$ cat config.mk
export PLATFORM = sky130hd
export DESIGN_NAME = ibex_multdiv_issue
export DESIGN_NICKNAME = d
export VERILOG_FILES = /design/src/rtl/ibex_multdiv_pkg.sv /design/src/rtl/ibex_multdiv_wdog.sv /design/src/rtl/ibex_multdiv_issue.sv
export SDC_FILE = /design/constraint.sdc
export NUM_CORES = 1
export LEC_CHECK = 0
export ABC_AREA = 1
export CORE_MARGIN = 5
export CORE_UTILIZATION = 45
export CTS_BUF_LIST = sky130_fd_sc_hd__clkbuf_4 sky130_fd_sc_hd__clkbuf_8
export DETAILED_ROUTE_END_ITERATION = 10
export HOLD_SLACK_MARGIN = 0.12
export MAX_ROUTING_LAYER = met4
export PLACE_DENSITY = 0.85
export SETUP_SLACK_MARGIN = 0.3
export SYNTH_ARGS = -nofsm -noshare
export SYNTH_HDL_FRONTEND = slang
export SYNTH_SLANG_ARGS = --single-unit
$ cat constraint.sdc
create_clock -name clk_i -period 3.3 [get_ports clk_i]
set_clock_uncertainty 0.15 [all_clocks]
set_input_delay 0.66 -clock clk_i [delete_from_list [all_inputs] [get_ports clk_i]]
set_output_delay 0.66 -clock clk_i [all_outputs]
set_load 0.1 [all_outputs]
$ cat src/rtl/ibex_multdiv_pkg.sv
// Shared types and constants for the multiply/divide issue stage.
// Optional feature macro: MULTDIV_DIV0_FASTPATH_EN (see ibex_multdiv_issue).
package ibex_multdiv_pkg;

    // Operator encoding on the request and multiplier/divider sides.
    typedef enum logic [1:0] {
        MD_OP_MULL = 2'd0,
        MD_OP_MULH = 2'd1,
        MD_OP_DIV  = 2'd2,
        MD_OP_REM  = 2'd3
    } md_op_e;

    // Issue FSM states.
    typedef enum logic [1:0] {
        ST_IDLE  = 2'd0,
        ST_WAIT  = 2'd1,
        ST_RESP  = 2'd2,
        ST_ABORT = 2'd3
    } md_state_e;

    // Width of the WAIT-cycle watchdog counter (holds MAX_LAT up to 63).
    localparam int unsigned MD_CNT_W = 6;

    // Architectural quotient for a division by zero.
    localparam logic [31:0] MD_DIV0_QUOT = 32'hFFFF_FFFF;

    // True for operators that go to the divider.
    function automatic logic md_is_div(input md_op_e op);
        return (op == MD_OP_DIV) || (op == MD_OP_REM);
    endfunction

endpackage

$ cat src/rtl/ibex_multdiv_wdog.sv
// Watchdog for the WAIT state: counts WAIT cycles and flags the last one.
// hit_o is high during the MAX_LAT-th consecutive enabled cycle, so the
// issue FSM spends exactly MAX_LAT cycles in WAIT before timing out.
module ibex_multdiv_wdog
    import ibex_multdiv_pkg::*;
#(
    parameter int unsigned MAX_LAT = 40
) (
    input  logic clk_i,
    input  logic rst_ni,
    input  logic clr_i,
    input  logic en_i,
    output logic hit_o
);

    localparam logic [MD_CNT_W-1:0] LAST_CNT = MD_CNT_W'(MAX_LAT - 1);

    logic [MD_CNT_W-1:0] cnt_q;
    logic [MD_CNT_W-1:0] cnt_d;

    assign hit_o = en_i && (cnt_q == LAST_CNT);

    // Clear has priority; the count saturates at the match value.
    always_comb begin
        cnt_d = cnt_q;
        if (clr_i) begin
            cnt_d = '0;
        end else if (en_i && !hit_o) begin
            cnt_d = cnt_q + MD_CNT_W'(1);
        end
    end

    // Counter register.
    always_ff @(posedge clk_i or negedge rst_ni) begin
        if (!rst_ni) begin
            cnt_q <= '0;
        end else begin
            cnt_q <= cnt_d;
        end
    end

endmodule

$ cat src/rtl/ibex_multdiv_issue.sv
// Issue stage between the decoder and a slow multiplier/divider.
// Accepts one request, holds the enables to the multiplier/divider while
// waiting for md_valid_i, returns a tagged response, and supports flush,
// a latency watchdog and asynchronous reset.
// Optional macro MULTDIV_DIV0_FASTPATH_EN: DIV/REM by zero answers
// directly without launching the divider.
//
// Handshakes: a request transfers when req_valid_i && req_ready_o at a
// rising edge; a response transfers when rsp_valid_o && rsp_ready_i.
// rsp_valid_o, once high, stays high with stable payload until accepted
// or flushed.
module ibex_multdiv_issue
    import ibex_multdiv_pkg::*;
#(
    parameter int unsigned MAX_LAT = 40
) (
    input  logic        clk_i,
    input  logic        rst_ni,
    input  logic        req_valid_i,
    output logic        req_ready_o,
    input  logic [1:0]  req_operator_i,
    input  logic [1:0]  req_signed_mode_i,
    input  logic [31:0] req_op_a_i,
    input  logic [31:0] req_op_b_i,
    input  logic [4:0]  req_tag_i,
    input  logic        flush_i,
    output logic        md_mult_en_o,
    output logic        md_div_en_o,
    output logic [1:0]  md_operator_o,
    output logic [1:0]  md_signed_mode_o,
    output logic [31:0] md_op_a_o,
    output logic [31:0] md_op_b_o,
    input  logic        md_valid_i,
    input  logic [31:0] md_result_i,
    output logic        rsp_valid_o,
    input  logic        rsp_ready_i,
    output logic [31:0] rsp_result_o,
    output logic [4:0]  rsp_tag_o,
    output logic        rsp_err_o,
    output logic        busy_o,
    output logic [1:0]  dbg_state_o
);

    md_state_e   state_q, state_d;
    md_op_e      op_q, op_d;
    logic [1:0]  sgn_q, sgn_d;
    logic [31:0] op_a_q, op_a_d;
    logic [31:0] op_b_q, op_b_d;
    logic [4:0]  tag_q, tag_d;
    logic [31:0] result_q, result_d;
    logic        err_q, err_d;

    logic        in_wait;
    logic        req_hs;
    logic        wdog_hit;

    assign in_wait     = (state_q == ST_WAIT);
    assign req_ready_o = !flush_i &&
                         ((state_q == ST_IDLE) || ((state_q == ST_RESP) && rsp_ready_i));
    assign req_hs      = req_valid_i && req_ready_o;

    // The counter is held clear outside WAIT, so every WAIT entry starts at 0.
    ibex_multdiv_wdog #(
        .MAX_LAT (MAX_LAT)
    ) u_wdog (
        .clk_i  (clk_i),
        .rst_ni (rst_ni),
        .clr_i  (!in_wait),
        .en_i   (in_wait),
        .hit_o  (wdog_hit)
    );

    // Next-state logic; a request handshake overrides the RESP exit so a new
    // operation can follow the accepted response with no bubble.
    always_comb begin
        state_d  = state_q;
        op_d     = op_q;
        sgn_d    = sgn_q;
        op_a_d   = op_a_q;
        op_b_d   = op_b_q;
        tag_d    = tag_q;
        result_d = result_q;
        err_d    = err_q;

        case (state_q)
            ST_IDLE: begin
                state_d = ST_IDLE;
            end
            ST_WAIT: begin
                // Flush beats a completing result and the watchdog.
                if (flush_i) begin
                    state_d = ST_ABORT;
                end else if (md_valid_i) begin
                    state_d  = ST_RESP;
                    result_d = md_result_i;
                    err_d    = 1'b0;
                end else if (wdog_hit) begin
                    state_d  = ST_RESP;
                    result_d = '0;
                    err_d    = 1'b1;
                end
            end
            ST_RESP: begin
                if (flush_i || rsp_ready_i) begin
                    state_d = ST_IDLE;
                end
            end
            ST_ABORT: begin
                state_d = ST_IDLE;
            end
            default: begin
                state_d = ST_IDLE;
            end
        endcase

        if (req_hs) begin
            state_d = ST_WAIT;
            op_d    = md_op_e'(req_operator_i);
            sgn_d   = req_signed_mode_i;
            op_a_d  = req_op_a_i;
            op_b_d  = req_op_b_i;
            tag_d   = req_tag_i;
            err_d   = 1'b0;
`ifdef MULTDIV_DIV0_FASTPATH_EN
            // Division by zero has a fixed architectural answer; skip the divider.
            if (md_is_div(md_op_e'(req_operator_i)) && (req_op_b_i == 32'd0)) begin
                state_d  = ST_RESP;
                result_d = (md_op_e'(req_operator_i) == MD_OP_REM) ? req_op_a_i : MD_DIV0_QUOT;
            end
`endif
        end
    end

    // State and payload registers; reset drops any in-flight operation.
    always_ff @(posedge clk_i or negedge rst_ni) begin
        if (!rst_ni) begin
            state_q  <= ST_IDLE;
            op_q     <= MD_OP_MULL;
            sgn_q    <= '0;
            op_a_q   <= '0;
            op_b_q   <= '0;
            tag_q    <= '0;
            result_q <= '0;
            err_q    <= 1'b0;
        end else begin
            state_q  <= state_d;
            op_q     <= op_d;
            sgn_q    <= sgn_d;
            op_a_q   <= op_a_d;
            op_b_q   <= op_b_d;
            tag_q    <= tag_d;
            result_q <= result_d;
            err_q    <= err_d;
        end
    end

    assign md_mult_en_o     = in_wait && !md_is_div(op_q);
    assign md_div_en_o      = in_wait && md_is_div(op_q);
    assign md_operator_o    = op_q;
    assign md_signed_mode_o = sgn_q;
    assign md_op_a_o        = op_a_q;
    assign md_op_b_o        = op_b_q;

    assign rsp_valid_o  = (state_q == ST_RESP);
    assign rsp_result_o = result_q;
    assign rsp_tag_o    = tag_q;
    assign rsp_err_o    = err_q;
    assign busy_o       = in_wait || (state_q == ST_ABORT);
    assign dbg_state_o  = state_q;

endmodule

==> flow_summary.ini <==
[die]
core_um2 = 10200
die_width_um = 111
rows = 37
dieArea_um2 = 12400
io_pins = 224
die_y_um = 111
initial_core_util_pct = 45.3

[detailed_routing]
wl_um = 12400
first_pass_iters = 4
drcViolationCount = 0
vias_per_cell = 4.65
dr_total_vias = 4091
ant_nets = 0
avgRoutedWirePerCell_um = 14.1
first_iter_violations = 325

[place]
dpl.hpwl_um = 9010
dpl_cell_area_um2 = 6640
place.port_buffers = 223
dp_cells = 848
place_congestion = 0.821

[clock_network]
cts_buffers = 17
cts_root_buffer = clkbuf_8
hold_buffers = 0
cts_resized = 0
cts_num_sinks = 114
htree_levels = 4
worstSkewPairLatency_ns = 0.40
postCtsSetupRepairBufs = 0
max-clock-path-buffers = 2
cts_tree = done
clk_pin_slew_worst_paths_ns = 0.07

[finish]
drive_above_1_share_pct = 21.0
stdcell_area_um2 = 7050
fin_util_pct = 69.2
mostFrequentLayoutCells = 152 x nand2_1, 114 x dfrtp_1, 113 x buf_4
fillerInstances = 803
diodes = 0
syn2layout_area_growth_pct = 52.7
final_nets = 843
final_common_cell = nand2_1
fin_cells = 879

[synthesis]
synthAdderAreaFrac_pct = 0.271
syn_area_per_cell_um2 = 9.00
seq_area_frac_synth_pct = 61.8
synth_area_um2 = 4620
synth-xor-area-share_pct = 0.190
netlist_instances = 513
ys_warn_count = 0
syn_nets = 625
synth_compound_area_share_pct = 8.24
yosys.cell_types.count = 22
yosys.area.top_type_share_pct = 61.8
synth-simple-area-share_pct = 19.2
yosys.area.top_type = dfrtp_1
synthMuxAreaShare_pct = 0
ys_ff_latch = 114
yosys-top-cells-area = dfrtp_1 62%, nand2_1 12%, inv_1 6.7%
synth_top_family_by_area = simple AND/OR/NAND/NOR gates

[worst_setup_path]
critical_path_class = in -> out
cp_max_fo = 2
crit_arrival_ns = 1.72
cp-end-kind = output port
crit_start = rsp_ready_i
cp-start-kind = primary input
critPathRequiredTime_ns = 2.49
rr_startpoint = dbg_state_o[0]

[global_routing]
grt-ovfl-total = 0
grt_pass1_vias = 4206
antenna_found_initial = 0
grt_max_degree = 149
grt_use_total_pct = 21.1
grt_pass1_wl_um = 20600

[timing]
rsz0062_at_grt = no
tightest_slew_ns = 0.611
setup_violations = 0
slew_viol_final = 0
final.min_clock_period_ns = 2.53
period_share_pct = 76.8
fmax_mhz = 395
max_slew_margin_pct = 59.3
hold_viol = 0
tns_ns = 0

[job]
maxCapViolations = 0

[run_status]
outcome = completed

[worst_hold_path]
hold_class = in -> async
-- stage by stage --
stage,hold slack (ns),setup slack (ns)
2_1_floorplan,0.214,-0.0827
3_3_place_gp,0.319,0.712
3_5_place_dp,0.328,0.629
4_1_cts,0.207,0.751
5_1_grt,0.221,0.710
6_report,0.165,0.765
-- layout make-up --
type	count	area (µm²)	area share [%]
clock buffers	21	283	4.01
inverters	83	313	4.44
multi-input cells	290	1300	18.4
flip-flops and latches	114	2850	40.5
clock inverters	10	133	1.88
well taps	136	170	2.41
repair buffers	225	2000	28.4
-- critical path, cell delays in order --
cell and delay, ns:
clkdlybuf4s50_1 0.46, inv_1 0.04, nand2_1 0.10, inv_1 0.08, nor3_2 0.17, buf_12 0.21
-- sequential cells by signal (all words and copies together) (netlist names) --
signal            flops
dbg_state_o           2
rsp_err_o             1
rsp_result_o         32
md_signed_mode_o      2
md_op_a_o            32
md_operator_o         2
u_wdog.cnt_q          6
md_op_b_o            32
rsp_tag_o             5
-- path summary, 6_finish.rpt --
check	endpoint	slack, ns	cells after the start
worst max-delay path	req_ready_o	0.77	6
worst min-delay path	md_op_b_o[5]	0.17	2
worst max register to register	rsp_result_o[9]	1.26	6
worst min register to register	md_op_b_o[17]	0.34	2
max in group asynchronous	rsp_result_o[8]	2.36	2
min in group clk_i	md_op_b_o[17]	0.34	2
-- synth_stat cells, drive strengths merged --
cell type	instances
inv	82
nor2	14
nand2	155
nand3	39
a21oi	3
clkinv	1
xor2	1
buf	23
dfrtp	114
ha	1
nand4	1
clkbuf	3
o21ai	73
nor3	3
-- per-layer routing --
layer	vias up	GRT usage [%]	wire [µm]
li1	2012	-	-
met1	1885	23.8	4900
met2	166	34.9	6260
met3	28	7.48	932
met4	0	7.38	284
met5	-	-	0
-- logic make-up (layout without fill, tap and decap cells) --
logic type	count (synthesis)	in the layout
AND/OR/NAND/NOR	212	212
buffers and inverters	109	339
flip-flops	114	114
adder cells (fa/ha/maj)	1	1
XOR/XNOR	1	1
AO/OA/AOI/OAI	76	76
Power is left out: the tool's default activity adds up to more than one toggle a clock period on the data nets, which glitch-free logic cannot reach.
